File: config.mk
export PLATFORM = sky130hd
export DESIGN_NAME = writeback_queue
export DESIGN_NICKNAME = d
export VERILOG_FILES = /design/src/rtl/writeback_queue_pkg.sv /design/src/rtl/writeback_queue_fifo.sv /design/src/rtl/writeback_queue.sv
export SDC_FILE = /design/constraint.sdc
export NUM_CORES = 2
export LEC_CHECK = 0
export CORE_MARGIN = 2
export CORE_UTILIZATION = 30
export DETAILED_ROUTE_END_ITERATION = 10
export RECOVER_POWER = 100
export SLEW_MARGIN = 10
export SYNTH_ARGS = -nofsm -noshare
export SYNTH_HDL_FRONTEND = slang
export SYNTH_SLANG_ARGS = --single-unit
File: constraint.sdc
create_clock -name clk -period 6.95 [get_ports clk]
set_input_delay 1.0425 -clock clk [delete_from_list [all_inputs] [get_ports clk]]
set_output_delay 1.0425 -clock clk [all_outputs]
set_load 0.02 [all_outputs]
File: src/rtl/writeback_queue_pkg.sv
// Shared widths and queue-entry layout for the writeback queue and its storage.
package writeback_queue_pkg;

  localparam int XLEN       = 64;
  localparam int REG_ADDR_W = 5;

  typedef struct packed {
    logic [REG_ADDR_W-1:0] rd;
    logic [XLEN-1:0]       data;
  } entry_t;

endpackage

File: src/rtl/writeback_queue_fifo.sv
// Circular buffer for pending register writes: up to two pushes and one pop per cycle,
// with every slot presented oldest-first so the forwarding compare can scan by age.
module wb_fifo
  import writeback_queue_pkg::*;
#(
  parameter int XLEN  = 64,
  parameter int DEPTH = 4
) (
  input  logic                    clk,
  input  logic                    rst,
  input  logic [1:0]              i_push_cnt,
  input  logic [REG_ADDR_W-1:0]   i_rd0,
  input  logic [XLEN-1:0]         i_data0,
  input  logic [REG_ADDR_W-1:0]   i_rd1,
  input  logic [XLEN-1:0]         i_data1,
  input  logic                    i_pop,
  output logic [$clog2(DEPTH):0]  o_count,
  output logic                    o_vld  [DEPTH],
  output logic [REG_ADDR_W-1:0]   o_rd   [DEPTH],
  output logic [XLEN-1:0]         o_data [DEPTH]
);

  localparam int PW = $clog2(DEPTH);
  localparam int CW = PW + 1;

  logic [PW-1:0]         r_wptr;
  logic [PW-1:0]         r_rptr;
  logic [CW-1:0]         r_count;
  logic [REG_ADDR_W-1:0] r_rd   [DEPTH];
  logic [XLEN-1:0]       r_data [DEPTH];
  logic [PW-1:0]         w_wptr1;

  assign w_wptr1 = r_wptr + PW'(1);
  assign o_count = r_count;

  always_ff @(posedge clk or posedge rst) begin
    if (rst) begin
      r_wptr  <= '0;
      r_rptr  <= '0;
      r_count <= '0;
    end else begin
      r_wptr  <= r_wptr + PW'(i_push_cnt);
      r_rptr  <= r_rptr + PW'(i_pop);
      r_count <= r_count + CW'(i_push_cnt) - CW'(i_pop);
    end
  end

  // Slot contents need no reset: the occupancy count alone decides what is live.
  always_ff @(posedge clk) begin
    if (i_push_cnt != 2'd0) begin
      r_rd[r_wptr]   <= i_rd0;
      r_data[r_wptr] <= i_data0;
    end
    if (i_push_cnt == 2'd2) begin
      r_rd[w_wptr1]   <= i_rd1;
      r_data[w_wptr1] <= i_data1;
    end
  end

  always_comb begin
    for (int j = 0; j < DEPTH; j++) begin
      o_vld[j]  = CW'(j) < r_count;
      o_rd[j]   = r_rd[r_rptr + PW'(j)];
      o_data[j] = r_data[r_rptr + PW'(j)];
    end
  end

endmodule

File: src/rtl/writeback_queue.sv
// Merges ALU and load results into one ordered stream of register-file writes,
// and forwards still-pending values to the read ports.
module writeback_queue
  import writeback_queue_pkg::*;
#(
  parameter int XLEN  = 64,
  parameter int DEPTH = 4
) (
  input  logic                   clk,
  input  logic                   reset,
  input  logic                   alu_valid,
  input  logic [REG_ADDR_W-1:0]  alu_rd,
  input  logic [XLEN-1:0]        alu_data,
  input  logic                   mem_valid,
  input  logic [REG_ADDR_W-1:0]  mem_rd,
  input  logic [XLEN-1:0]        mem_data,
  output logic                   in_ready,
  output logic                   RegWrite,
  output logic [REG_ADDR_W-1:0]  WriteRegister,
  output logic [XLEN-1:0]        WriteData,
  input  logic [REG_ADDR_W-1:0]  RS1,
  input  logic [REG_ADDR_W-1:0]  RS2,
  output logic                   Fwd1Valid,
  output logic [XLEN-1:0]        Fwd1Data,
  output logic                   Fwd2Valid,
  output logic [XLEN-1:0]        Fwd2Data,
  output logic [$clog2(DEPTH):0] pending,
  output logic                   overflow
);

  localparam int CW = $clog2(DEPTH) + 1;

  logic                  w_memReq, w_aluReq, w_memTake, w_aluTake, w_drop, w_pop;
  logic [1:0]            w_pushCnt;
  logic [REG_ADDR_W-1:0] w_rd0;
  logic [XLEN-1:0]       w_data0;
  logic [CW-1:0]         w_count;
  logic                  w_vld  [DEPTH];
  logic [REG_ADDR_W-1:0] w_rd   [DEPTH];
  logic [XLEN-1:0]       w_data [DEPTH];

  logic                  r_regWrite;
  logic [REG_ADDR_W-1:0] r_writeReg;
  logic [XLEN-1:0]       r_writeData;
  logic                  r_overflow;

  // Writes to x0 never enter the queue; the load result is always the older slot.
  assign w_memReq  = mem_valid && (mem_rd != '0);
  assign w_aluReq  = alu_valid && (alu_rd != '0);
  assign in_ready  = (CW'(DEPTH) - w_count) >= CW'(2);
  assign w_memTake = w_memReq && in_ready;
  assign w_aluTake = w_aluReq && in_ready;
  assign w_drop    = (w_memReq || w_aluReq) && !in_ready;
  assign w_pushCnt = {1'b0, w_memTake} + {1'b0, w_aluTake};
  assign w_rd0     = w_memTake ? mem_rd   : alu_rd;
  assign w_data0   = w_memTake ? mem_data : alu_data;
  assign w_pop     = (w_count != '0);

  wb_fifo #(.XLEN(XLEN), .DEPTH(DEPTH)) u_fifo (
    .clk        (clk),
    .rst        (reset),
    .i_push_cnt (w_pushCnt),
    .i_rd0      (w_rd0),
    .i_data0    (w_data0),
    .i_rd1      (alu_rd),
    .i_data1    (alu_data),
    .i_pop      (w_pop),
    .o_count    (w_count),
    .o_vld      (w_vld),
    .o_rd       (w_rd),
    .o_data     (w_data)
  );

  always_ff @(posedge clk or posedge reset) begin
    if (reset) begin
      r_regWrite  <= 1'b0;
      r_writeReg  <= '0;
      r_writeData <= '0;
      r_overflow  <= 1'b0;
    end else begin
      r_regWrite <= w_pop;
      r_overflow <= r_overflow | w_drop;
      if (w_pop) begin
        r_writeReg  <= w_rd[0];
        r_writeData <= w_data[0];
      end
    end
  end

  // Later (newer) matches overwrite earlier ones, so the youngest pending write wins.
  function automatic logic [XLEN:0] fwdLookup(input logic [REG_ADDR_W-1:0] rs);
    logic [XLEN:0] hit;
    hit = '0;
    if (rs != '0) begin
      if (r_regWrite && (r_writeReg == rs)) hit = {1'b1, r_writeData};
      for (int j = 0; j < DEPTH; j++)
        if (w_vld[j] && (w_rd[j] == rs)) hit = {1'b1, w_data[j]};
    end
    return hit;
  endfunction

  always_comb begin
    {Fwd1Valid, Fwd1Data} = fwdLookup(RS1);
    {Fwd2Valid, Fwd2Data} = fwdLookup(RS2);
  end

  assign RegWrite      = r_regWrite;
  assign WriteRegister = r_writeReg;
  assign WriteData     = r_writeData;
  assign pending       = w_count;
  assign overflow      = r_overflow;

endmodule

==> results.toml <==
[global_route]
grt_max_degree = 184
gr-usage-all-layers = 0.227
antenna_found_initial = 17
grt_pass1_vias = 24400
grt_pass1_wl_um = 160000
grt-ovfl-total = 0

[synthesis]
syn-cell-area_mm2 = 0.0276
synthFlopType = "edfxtp_1"
synthDistinctLibCells = 55
syn_avg_cell_area_um2 = 9.63
ys_async_sr_fraction = 0.220
synthTopCellsByArea = "edfxtp_1, mux2_2, dfrtp_1, mux2i_1, nand2_1"
synth_seq_area_share = 0.372
synth-seq-cells = 354
synth.net_count = 3023
synth_top_area_frac = 0.301
synth_cells = 2862
synth_edf_count = 276
yosysWarnings = 0
synth_top_cell_by_area = "edfxtp_1"

[die]
ios = 357
die_h_um = 307
initial_core_util = 0.301
row_count = 111
coreArea_mm2 = 0.0914
die_area_mm2 = 0.0943
die_w_um = 307

[layout]
fill_cells = 9051
layout_common_cells = "mux2_2, nand2_1, edfxtp_1"
drive_above_1_share = 0.191
final_common_cell = "mux2_2"
nets = 3181
area_growth_pct = 21.5

[sta]
drv_slew = 653
rsz0062_at_grt = "false"
hold_viol = 0
setup_ws_ps = 390
fin_skew_ps = 25.3
final.setup.tns_ps = 0
relSlewSlack = -1.47
max_clock_freq_ghz = 0.152
setup_viol = 0
period_minus_slack_ps = 6560
fin_crit_sh = 0.944
tightest_slew_ps = 3700

[worst_setup_path]
reg2reg_depth = 10
reg2reg_from = "u_fifo.o_count[1]$_DFF_PP0_"
crit_type = "flop to output port"
crit_arrival_ps = 5520
cp-end-kind = "output port"
cp.required_ps = 5910
r2r_slack_ps = 980
crit_fanout = 57
reg2reg_to = "u_fifo.r_data[0][37]$_DFFE_PP_"
critPathLaunchType = "flop"

[detailed_routing]
wl_per_cell_um = 26.1
drcViolationCount = 0
vias_per_cell = 5.91
antenna_left = 0
drt-total-wl_um = 111000
drt_iter0_drc = 2312
vias = 25100
first_pass_iters = 8

[pwr]
power_density_mw_per_mm2 = 589
ir_drop_mv = 0.715
power.leakage_nw = 11.4
power.total_mw = 19.7

[cts]
clockBufferDepth = 3
clkSlewWorstSetupHoldPaths_ps = 60
cts_tree = "done"
htree_levels = 2
hold_buffers = 0
cts_resized = 0
insertion_delay_ps = 610
post_cts_buffers = 0
cts_sinks = 354
clockRootBuffer = "clkbuf_16"
numCtsBuffers = 46

[run]
drv_cap = 18

[placement]
dp_slack_ps = 1300
dpl.hpwl_um = 69500
globalplace.congestion = 0.863
io_buffers = 356

[hold_path]
min_from = "overflow$_DFF_PP0_"
hold_depth = 1
hold_class = "flop to flop"
hold_end = "overflow$_DFF_PP0_"

[run_status]
status = "finished with violations"
violations = "max-capacitance violations, max-slew violations"
[state kept, by name, indices dropped and copies added (netlist names)]
signal	cells
WriteData	64
RegWrite	1
u_fifo.r_data	256
u_fifo.r_rd	20
u_fifo.o_count	3
overflow	1
u_fifo.r_rptr	2
u_fifo.r_wptr	2
WriteRegister	5
[critical path: stages (launching register included)]
cell and delay (ps):
dfrtp_4 910, mux4_2 650, xnor2_1 160, nand4_1 210
or2_2 330, nand3_4 390, clkbuf_2 860, o31ai_2 640
clkdlybuf4s50_1 690
[metal layers]
| metal | vias up | GRT usage | wire (um) | part of all wire |
|---|---|---|---|---|
| li1 | 11300 | - | - | - |
| met5 | - | 0 | 76 | 0.00068 |
| met4 | 12 | 0.0908 | 4190 | 0.038 |
| met1 | 12100 | 0.288 | 44600 | 0.40 |
| met2 | 1435 | 0.367 | 51100 | 0.46 |
| met3 | 271 | 0.0591 | 11100 | 0.10 |
[power by group]
part           total [mW]  internal [mW]  switching [mW]
logic                12.7           4.61            8.11
registers            4.47           3.66           0.808
clock network        2.53           1.50            1.03
total                19.7           9.77            9.95
[how the worst max path moves through the flow]
stage	start	end
2_1_floorplan	u_fifo.o_count[1]$_DFF_PP0_	u_fifo.r_data[1][0]$_DFFE_PP_
3_3_place_gp	RS1[4]	Fwd1Data[58]
3_5_place_dp	RS1[3]	Fwd1Data[37]
4_1_cts	u_fifo.r_rptr[0]$_DFF_PP0_	Fwd1Data[35]
5_1_grt	u_fifo.r_rptr[0]$_DFF_PP0_	Fwd1Data[47]
6_report	u_fifo.r_rptr[1]$_DFF_PP0_	Fwd1Data[58]
[layout make-up]
type / count / area [um2] / share of cell area
Multi-Input combinational cell: 2191 / 16100 / 0.480
Sequential cell: 354 / 10200 / 0.306
Timing Repair Buffer: 414 / 4030 / 0.120
Tap cell: 1186 / 1480 / 0.0443
Clock buffer: 57 / 1250 / 0.0374
Clock inverter: 29 / 312 / 0.00931
Inverter: 13 / 57.6 / 0.00172
Antenna cell: 6 / 15.0 / 0.000448
[cells in the mapped netlist (3+ instances only)]
cell,count
mux2_2,340
nand2_1,286
edfxtp_1,276
clkbuf_1,223
a21oi_1,201
mux2i_1,140
o21ai_0,132
nor2_1,131
nor3_1,123
dfrtp_1,78
nand3_1,78
nand4_1,71
and2_1,66
o211ai_1,64
o22ai_1,64
a32oi_1,60
nor2b_1,60
o31a_1,60
o31ai_2,60
o32ai_1,60
buf_2,47
xnor2_1,37
a211oi_1,32
a211oi_2,30
buf_1,21
mux4_2,20
xor2_1,18
inv_1,12
buf_6,9
ha_1,8
and3_1,5
a21boi_0,4
buf_4,4
o2bb2ai_1,4
o311ai_0,4
or2_2,4
or3_1,4
nor3_2,3
o31ai_1,3
[stage by stage]
step	utilization	cell area, um2	instances	hold slack (ps)
after floorplan	-	27600	2862	501
after global placement	0.351	32100	4158	485
after detailed placement	0.351	32100	4158	484
after CTS	0.368	33700	4244	509
after global routing	0.366	33500	4250	519
final	0.366	33500	4250	496
[logic make-up after synthesis]
group,count (synthesis),synth area share
buffers and inverters,317,0.0483
xor gates and xnor gates,56,0.0181
and+or+nand+nor,843,0.146
AOI/OAI and AO/OA,783,0.206
muxes,500,0.206
DFF,354,0.372
adders and majority gates,9,0.00436
No activity file was read; power rests on OpenSTA's default activity.
